### config.mk
export PLATFORM = sky130hd
export DESIGN_NAME = stopwatch_cu_flat
export DESIGN_NICKNAME = d
export VERILOG_FILES = /design/src/rtl/stopwatch_cu_if.sv /design/src/rtl/stopwatch_cu.sv /design/src/flat_wrapper.sv
export SDC_FILE = /design/constraint.sdc
export NUM_CORES = 1
export LEC_CHECK = 0
export CAP_MARGIN = 20
export CORE_MARGIN = 1
export CORE_UTILIZATION = 25
export CTS_CLUSTER_DIAMETER = 80
export DETAILED_ROUTE_END_ITERATION = 10
export PLACE_DENSITY_LB_ADDON = 0.05
export SYNTH_ARGS = -nofsm -noshare
export SYNTH_HDL_FRONTEND = slang
export SYNTH_SLANG_ARGS = --single-unit
### constraint.sdc
create_clock -name clk -period 2.57 [get_ports clk]
set_input_delay 0.771 -clock clk [delete_from_list [all_inputs] [get_ports clk]]
set_output_delay 0.771 -clock clk [all_outputs]
set_load 0.01 [all_outputs]
### src/rtl/stopwatch_cu_if.sv
// Button inputs and control outputs exchanged between the board-side driver and
// the stopwatch control unit.
interface stopwatch_cu_if;
    logic       i_btn_run;
    logic       i_btn_clear;
    logic       i_btn_mode;
    logic       o_run_stop;
    logic       o_clear;
    logic       o_option;
    logic [1:0] o_state;

    modport master (
        output i_btn_run, i_btn_clear, i_btn_mode,
        input  o_run_stop, o_clear, o_option, o_state
    );

    modport slave (
        input  i_btn_run, i_btn_clear, i_btn_mode,
        output o_run_stop, o_clear, o_option, o_state
    );
endinterface

### src/rtl/stopwatch_cu.sv
// Stopwatch control unit: synchronizes and debounces three push buttons and
// runs a Moore FSM that drives the datapath run/clear/option controls.
module stopwatch_cu #(
    parameter int DEBOUNCE_CYCLES = 100_000
) (
    input  logic          clk,
    input  logic          rst,
    stopwatch_cu_if.slave bus
);
    localparam int            CW      = $clog2(DEBOUNCE_CYCLES);
    localparam logic [CW-1:0] CNT_MAX = CW'(DEBOUNCE_CYCLES - 1);

    typedef enum logic [1:0] {
        ST_STOP    = 2'b00,
        ST_RUN     = 2'b01,
        ST_CLEAR   = 2'b10,
        ST_ILLEGAL = 2'b11
    } state_t;

    // Channel order: 0 = run, 1 = clear, 2 = mode
    logic [2:0] btn_raw;
    logic [2:0] btn_edge;

    assign btn_raw = {bus.i_btn_mode, bus.i_btn_clear, bus.i_btn_run};

    generate
        for (genvar gi = 0; gi < 3; gi++) begin : g_btn
            logic          sync1_q;
            logic          sync_q;
            logic          db_q;
            logic          db_prev_q;
            logic [CW-1:0] cnt_q;

            always_ff @(posedge clk or posedge rst) begin
                if (rst) begin
                    sync1_q   <= 1'b0;
                    sync_q    <= 1'b0;
                    db_q      <= 1'b0;
                    db_prev_q <= 1'b0;
                    cnt_q     <= '0;
                end else begin
                    sync1_q   <= btn_raw[gi];
                    sync_q    <= sync1_q;
                    db_prev_q <= db_q;
                    // Any return to the accepted level restarts the stability count
                    if (sync_q == db_q) begin
                        cnt_q <= '0;
                    end else if (cnt_q == CNT_MAX) begin
                        db_q  <= sync_q;
                        cnt_q <= '0;
                    end else begin
                        cnt_q <= cnt_q + 1'b1;
                    end
                end
            end

            assign btn_edge[gi] = db_q & ~db_prev_q;
        end
    endgenerate

    state_t state_q, state_d;
    logic   option_q, option_d;

    always_ff @(posedge clk or posedge rst) begin
        if (rst) begin
            state_q  <= ST_STOP;
            option_q <= 1'b0;
        end else begin
            state_q  <= state_d;
            option_q <= option_d;
        end
    end

    always_comb begin
        state_d  = state_q;
        option_d = option_q ^ btn_edge[2];
        case (state_q)
            // Run takes priority over a clear arriving in the same cycle
            ST_STOP: begin
                if (btn_edge[0]) begin
                    state_d = ST_RUN;
                end else if (btn_edge[1]) begin
                    state_d = ST_CLEAR;
                end
            end
            ST_RUN: begin
                if (btn_edge[0]) begin
                    state_d = ST_STOP;
                end
            end
            ST_CLEAR: state_d = ST_STOP;
            default:  state_d = ST_STOP;
        endcase
    end

    always_comb begin
        bus.o_run_stop = 1'b0;
        bus.o_clear    = 1'b0;
        bus.o_run_stop = (state_q == ST_RUN);
        bus.o_clear    = (state_q == ST_CLEAR);
    end

    assign bus.o_option = option_q;
    assign bus.o_state  = state_q;
endmodule

### src/flat_wrapper.sv
// flat-port wrapper written by rule: the top's interface ports become plain ports
module stopwatch_cu_flat 
#(
    parameter int DEBOUNCE_CYCLES = 100_000
)
  (clk, rst, bus_i_btn_run, bus_i_btn_clear, bus_i_btn_mode, bus_o_run_stop, bus_o_clear, bus_o_option, bus_o_state);
  stopwatch_cu_if bus_i ();
  input  logic clk;
  input  logic rst;
  input wire logic [$bits(bus_i.i_btn_run)-1:0] bus_i_btn_run;
  input wire logic [$bits(bus_i.i_btn_clear)-1:0] bus_i_btn_clear;
  input wire logic [$bits(bus_i.i_btn_mode)-1:0] bus_i_btn_mode;
  output wire logic [$bits(bus_i.o_run_stop)-1:0] bus_o_run_stop;
  output wire logic [$bits(bus_i.o_clear)-1:0] bus_o_clear;
  output wire logic [$bits(bus_i.o_option)-1:0] bus_o_option;
  output wire logic [$bits(bus_i.o_state)-1:0] bus_o_state;
  assign bus_i.i_btn_run = bus_i_btn_run;
  assign bus_i.i_btn_clear = bus_i_btn_clear;
  assign bus_i.i_btn_mode = bus_i_btn_mode;
  assign bus_o_run_stop = bus_i.o_run_stop;
  assign bus_o_clear = bus_i.o_clear;
  assign bus_o_option = bus_i.o_option;
  assign bus_o_state = bus_i.o_state;
  stopwatch_cu #(.DEBOUNCE_CYCLES(DEBOUNCE_CYCLES)) u_core (.clk(clk), .rst(rst), .bus(bus_i));
endmodule
[Word-level counts from Yosys, hierarchy flattened]
Cells that the tools add are included.
Storage, ports and cells
  bits in registers: 66
  input port bits: 5
  output and inout bits: 5
  logic and storage cells: 55
Cells by class
  add/sub/neg operators: 3
  eq/ne operators: 10
  muxes and demuxes: 10
  bitwise logic cells: 10
  reductions and logical operators: 5
Operators with widths (number)
  two-way mux 17 bit: 6
  adder 17 x 1 -> 17 bit (second input constant): 3
  == test 17 bit (second input constant): 3
  AND reduction 2 bit: 4
  two-way mux 2 bit: 3
  NOT 1 bit: 6
  case mux 2 bit (2 select lines): 1
  bitwise AND 1 bit: 3
  == test 1 bit: 3
  != test 3 x 1 -> 1 bit (second input constant): 1
  == test 2 x 1 -> 1 bit (second input constant): 1
  == test 2 bit (second input constant): 1
  logical NOT 2 bit: 1
  != test 2 x 1 -> 1 bit (second input constant): 1
  bitwise XOR 1 bit: 1

[Longest topological paths before layout]
  word-level depth: 5
  gate-level depth with buffers: 7
  depth with buffers taken out: 5

[Least setup slack after synthesis]
OpenSTA, ideal clock, no wires.
  kind: register to register
  start point: register u_core.g_btn[1].cnt_q[11]
  end point: register u_core.g_btn[1].cnt_q[11]
  library setup time: 119 ps
  arrival time: 1641 ps
  data required time: 2451 ps
  setup slack: 810 ps
  cell stages (with the launch flop): 7
  buffers on the path: 2
  clock period less this slack: 1760 ps
  path through: dfrtp_1 > or4_1 > nor4_2 > or2_1 > buf_6 > buf_12 > nor2_1
On the way
  longest elaborated chain between the ends: 3
  elaborated cells on any way between the ends: 4
  those cells by class: add/sub: 1; eq/ne: 1; mux: 2
RTL lines
  from (decl): line stopwatch_cu.sv:32  | logic [CW-1:0] cnt_q;
  from (signal assigned): line stopwatch_cu.sv:52  | cnt_q <= cnt_q + 1'b1;
  adder 17 x 1 -> 17 bit or == test 17 bit (tied branches): line stopwatch_cu.sv:52, stopwatch_cu.sv:48
  two-way mux 17 bit *: line stopwatch_cu.sv:48  | end else if (cnt_q == CNT_MAX) begin
  two-way mux 17 bit *: line stopwatch_cu.sv:46  | if (sync_q == db_q) begin
Every way passes the cells marked *; elsewhere a longest branch is shown, timed or not.
A chain may end at the register's enable or synchronous reset.

[Worst setup path in the final report]
  start point: register u_core.state_q[0] (netlist: u_core.bus.o_state[0])
  end point: output bus_o_run_stop
On the way
  longest elaborated chain between the ends: 1
RTL lines
  from (decl): line stopwatch_cu.sv:61  | state_t state_q, state_d;
  from (signal assigned): line stopwatch_cu.sv:69  | state_q <= state_d;
  == test 2 x 1 -> 1 bit: line stopwatch_cu.sv:99  | bus.o_run_stop = (state_q == ST_RUN);
  to (decl): line flat_wrapper.sv:13  | output wire logic [$bits(bus_i.o_run_stop)-1:0] bus_o_run_stop;
Every way passes these cells.

==> results_dict.tcl <==
set metrics [dict create \
    grt_pass1_wl_um 10700 \
    p_int_mw 1.853 \
    r2r_start "u_core.g_btn[1].cnt_q[0]" \
    setup_violations 0 \
    hp-class "flop to flop" \
    nFillCells 1212 \
    grt.total_usage 0.1103 \
    hold_slack_ns 0.3513 \
    synth-edff-count 0 \
    swShare 0.2133 \
    post_cts_resized 0 \
    worst_setup_path_start_kind "flop" \
    place_ws_ns 0.6394 \
    synthTopCellsByArea "dfrtp_1 (54%), xnor2_1 (11%), nor2_1 (6.7%), nand4_1 (3.7%), nor4_1 (3.5%)" \
    ys_seq_area_frac 0.5421 \
    ys_ff_latch 66 \
    grt_pass1_vias 2010 \
    coreArea_mm2 0.01166 \
    ant_nets 0 \
    grt_max_degree 45 \
    die-width_um 112.4 \
    seq_power_share 0.456 \
    grt_most_used_layer "met2" \
    relSlewSlack 0.7453 \
    synth_cells 291 \
    clock-root-buffer "clkbuf_16" \
    clock_path_buffers 2 \
    nets 316 \
    cp-end-kind "output pin" \
    hpwl_um 4087 \
    wl_um 6124 \
    critPathKind "flop to output pin" \
    clk_latency_ns 0.33 \
    drive_above_1_share 0.08654 \
    slew_viol_final 0 \
    reg2regPathDepth 6 \
    drc 0 \
    gp_congestion 0.7372 \
    dpl-instance-area_mm2 0.003306 \
    synth-main-ff-cell "dfrtp_1" \
    comb_power_share 0.032 \
    maxCapViolCount 0 \
    skew_ns 0.005793 \
    endpoint "bus_o_run_stop" \
    finalHoldViolations 0 \
    vias 2045 \
    die_h_um 112.4 \
    power.leakage_nw 1.418 \
    cts_tree "done" \
    area_growth_pct 17.91 \
    grt_use_met3 0.04536 \
    synth_area_mm2 0.003047 \
    clock.fmax_ghz 0.4565 \
    worst_slack_ns 0.3793 \
    r2r_slack_ns 0.63 \
    path_clk_slew_ns 0.05 \
    first_pass_iters 4 \
    startpoint "u_core.bus.o_state[0]" \
    period_share 0.8524 \
    pwr-share-clk 0.512 \
    drt_iter0_markers 106 \
    yosysTopAreaCell "dfrtp_1" \
    portBuffers 9 \
    dp.cells 440 \
    start_util 0.2612 \
    timing.rr.end "u_core.g_btn[1].cnt_q[9]" \
    met1_usage 0.1499 \
    cts_buffers 9 \
    yosysUniqueCellTypes 32 \
    met2_usage 0.1565 \
    power_density_mw_per_mm2 655.6 \
    worst_slew_pin_slew_ns 0.3810 \
    holdBufCountCts 0 \
    critPathArrivalTime_ns 1.42 \
    ir_worst_vdd_uv 331.3 \
    antenna_found_initial 0 \
    cts.sinks 66 \
    cts-htree-levels 3 \
    cp_max_fo 5 \
    ys_warn_count 0 \
    design_area_mm2 0.003592 \
    overflow 0 \
    io_pins 10 \
    crit_required_ns 1.80 \
    drt-wirelength-per-cell_um 13.46 \
    diodes 0 \
    synth_top_cell_area_share 0.5421 \
    p_sw_mw 0.5024 \
    rsz0062_at_grt "false" \
    layoutNonFillerInstCount 455 \
    async_flop_share 1.000 \
    syn_avg_cell_area_um2 10.47 \
    min_period_ns 2.191 \
    vias_per_cell 4.495 \
    status "finished, final reports clean" \
    num_rows 39 \
    post-cts-setup-buffers 0 \
    die_area_mm2 0.01263 \
    totalNegativeSetupSlack_ns 0 \
    synth_nets 299 \
]
-- metrics by stage --
stage / utilization / power, mW
after floorplan: - / 1.142
after global placement: 0.2834 / 1.172
after detailed placement: 0.2834 / 1.171
after CTS: 0.3080 / 2.411
after global routing: 0.3080 / 2.470
final: 0.3080 / 2.355
-- critical path: stages, from the launching register on --
cell	delay, ns
dfrtp_1	0.41
nor2b_1	0.14
clkdlybuf4s50_1	0.54
-- cells by family after synthesis --
logic type | Yosys count | share of synthesized area
simple gates | 151 | 0.2534
flops | 66 | 0.5421
xor+xnor | 51 | 0.1466
buf+inv | 15 | 0.02834
mux | 3 | 0.01109
fa+ha+maj | 3 | 0.01232
compound gates | 2 | 0.006161
-- layout make-up --
class	instances	area, um2	area share
Inverter	7	26.28	0.007315
Timing Repair Buffer	14	140.1	0.03901
Clock inverter	3	40.04	0.01115
Multi-Input combinational cell	210	1309	0.3643
Sequential cell	66	1652	0.4598
Clock buffer	12	246.5	0.06862
Tap cell	143	178.9	0.04981
-- synth_stat cells, types with 2 or more instances --
cell	n
nand2_1	14
nor2_1	54
nor4_1	17
nor2b_1	3
xor2_1	12
and4_1	2
nand3_1	16
nor4_2	2
buf_1	2
ha_1	3
nand2b_1	2
nor3_1	12
inv_1	7
buf_2	2
nand4_1	18
mux2_2	3
dfrtp_1	66
and3_1	2
or4b_1	2
xnor2_1	39
nor2_2	2
-- power groups by stage --
stage	clock, mW	sequential (mW)	combinational, mW
6_report	1.21	1.07	0.0758
5_1_grt	1.30	1.08	0.0899
3_3_place_gp	0	1.09	0.0800
3_5_place_dp	0	1.09	0.0798
2_1_floorplan	0	1.09	0.0565
4_1_cts	1.26	1.07	0.0803
-- placed cells by master (no fill, tap or decap), types with 3 or more instances in the layout --
cell type        instances
buf_4                    4
clkbuf_16                9
clkdlybuf4s50_1          9
dfrtp_1                 66
ha_1                     3
inv_1                    6
mux2_2                   3
nand2_1                 14
nand3_1                 16
nand4_1                 18
nor2_1                  54
nor2b_1                  3
nor3_1                  12
nor4_1                  17
xnor2_1                 39
xor2_1                  12
-- routing by layer --
metal,vias to the layer above,share of wire,wire (um)
li1,1033,-,-
met1,985,0.53,3272
met2,23,0.42,2586
met3,4,0.034,209
met4,0,0.0091,56
met5,-,0,0
-- flip-flops by register name, summed over array words and instances, names as in the netlist --
name	flops
u_core.g_btn.cnt_q	51
u_core.g_btn.db_prev_q	3
u_core.g_btn.db_q	3
u_core.g_btn.sync1_q	3
u_core.g_btn.sync_q	3
u_core.bus.o_state	2
u_core.bus.o_option	1
-- how the worst min path moves through the flow --
| stage | endpoint | slack [ns] | start | cells past startpoint |
|---|---|---|---|---|
| global placement | u_core.g_btn[1].sync_q | 0.34 | u_core.g_btn[1].sync1_q | 0 |
| global route | u_core.g_btn[0].sync_q | 0.36 | u_core.g_btn[0].sync1_q | 0 |
| floorplan | u_core.g_btn[0].sync_q | 0.33 | u_core.g_btn[0].sync1_q | 0 |
| finish | u_core.g_btn[0].sync_q | 0.35 | u_core.g_btn[0].sync1_q | 0 |
| detailed placement | u_core.g_btn[0].sync_q | 0.34 | u_core.g_btn[0].sync1_q | 0 |
| CTS | u_core.g_btn[0].sync_q | 0.35 | u_core.g_btn[0].sync1_q | 0 |
(Power assumes the default switching activity.)
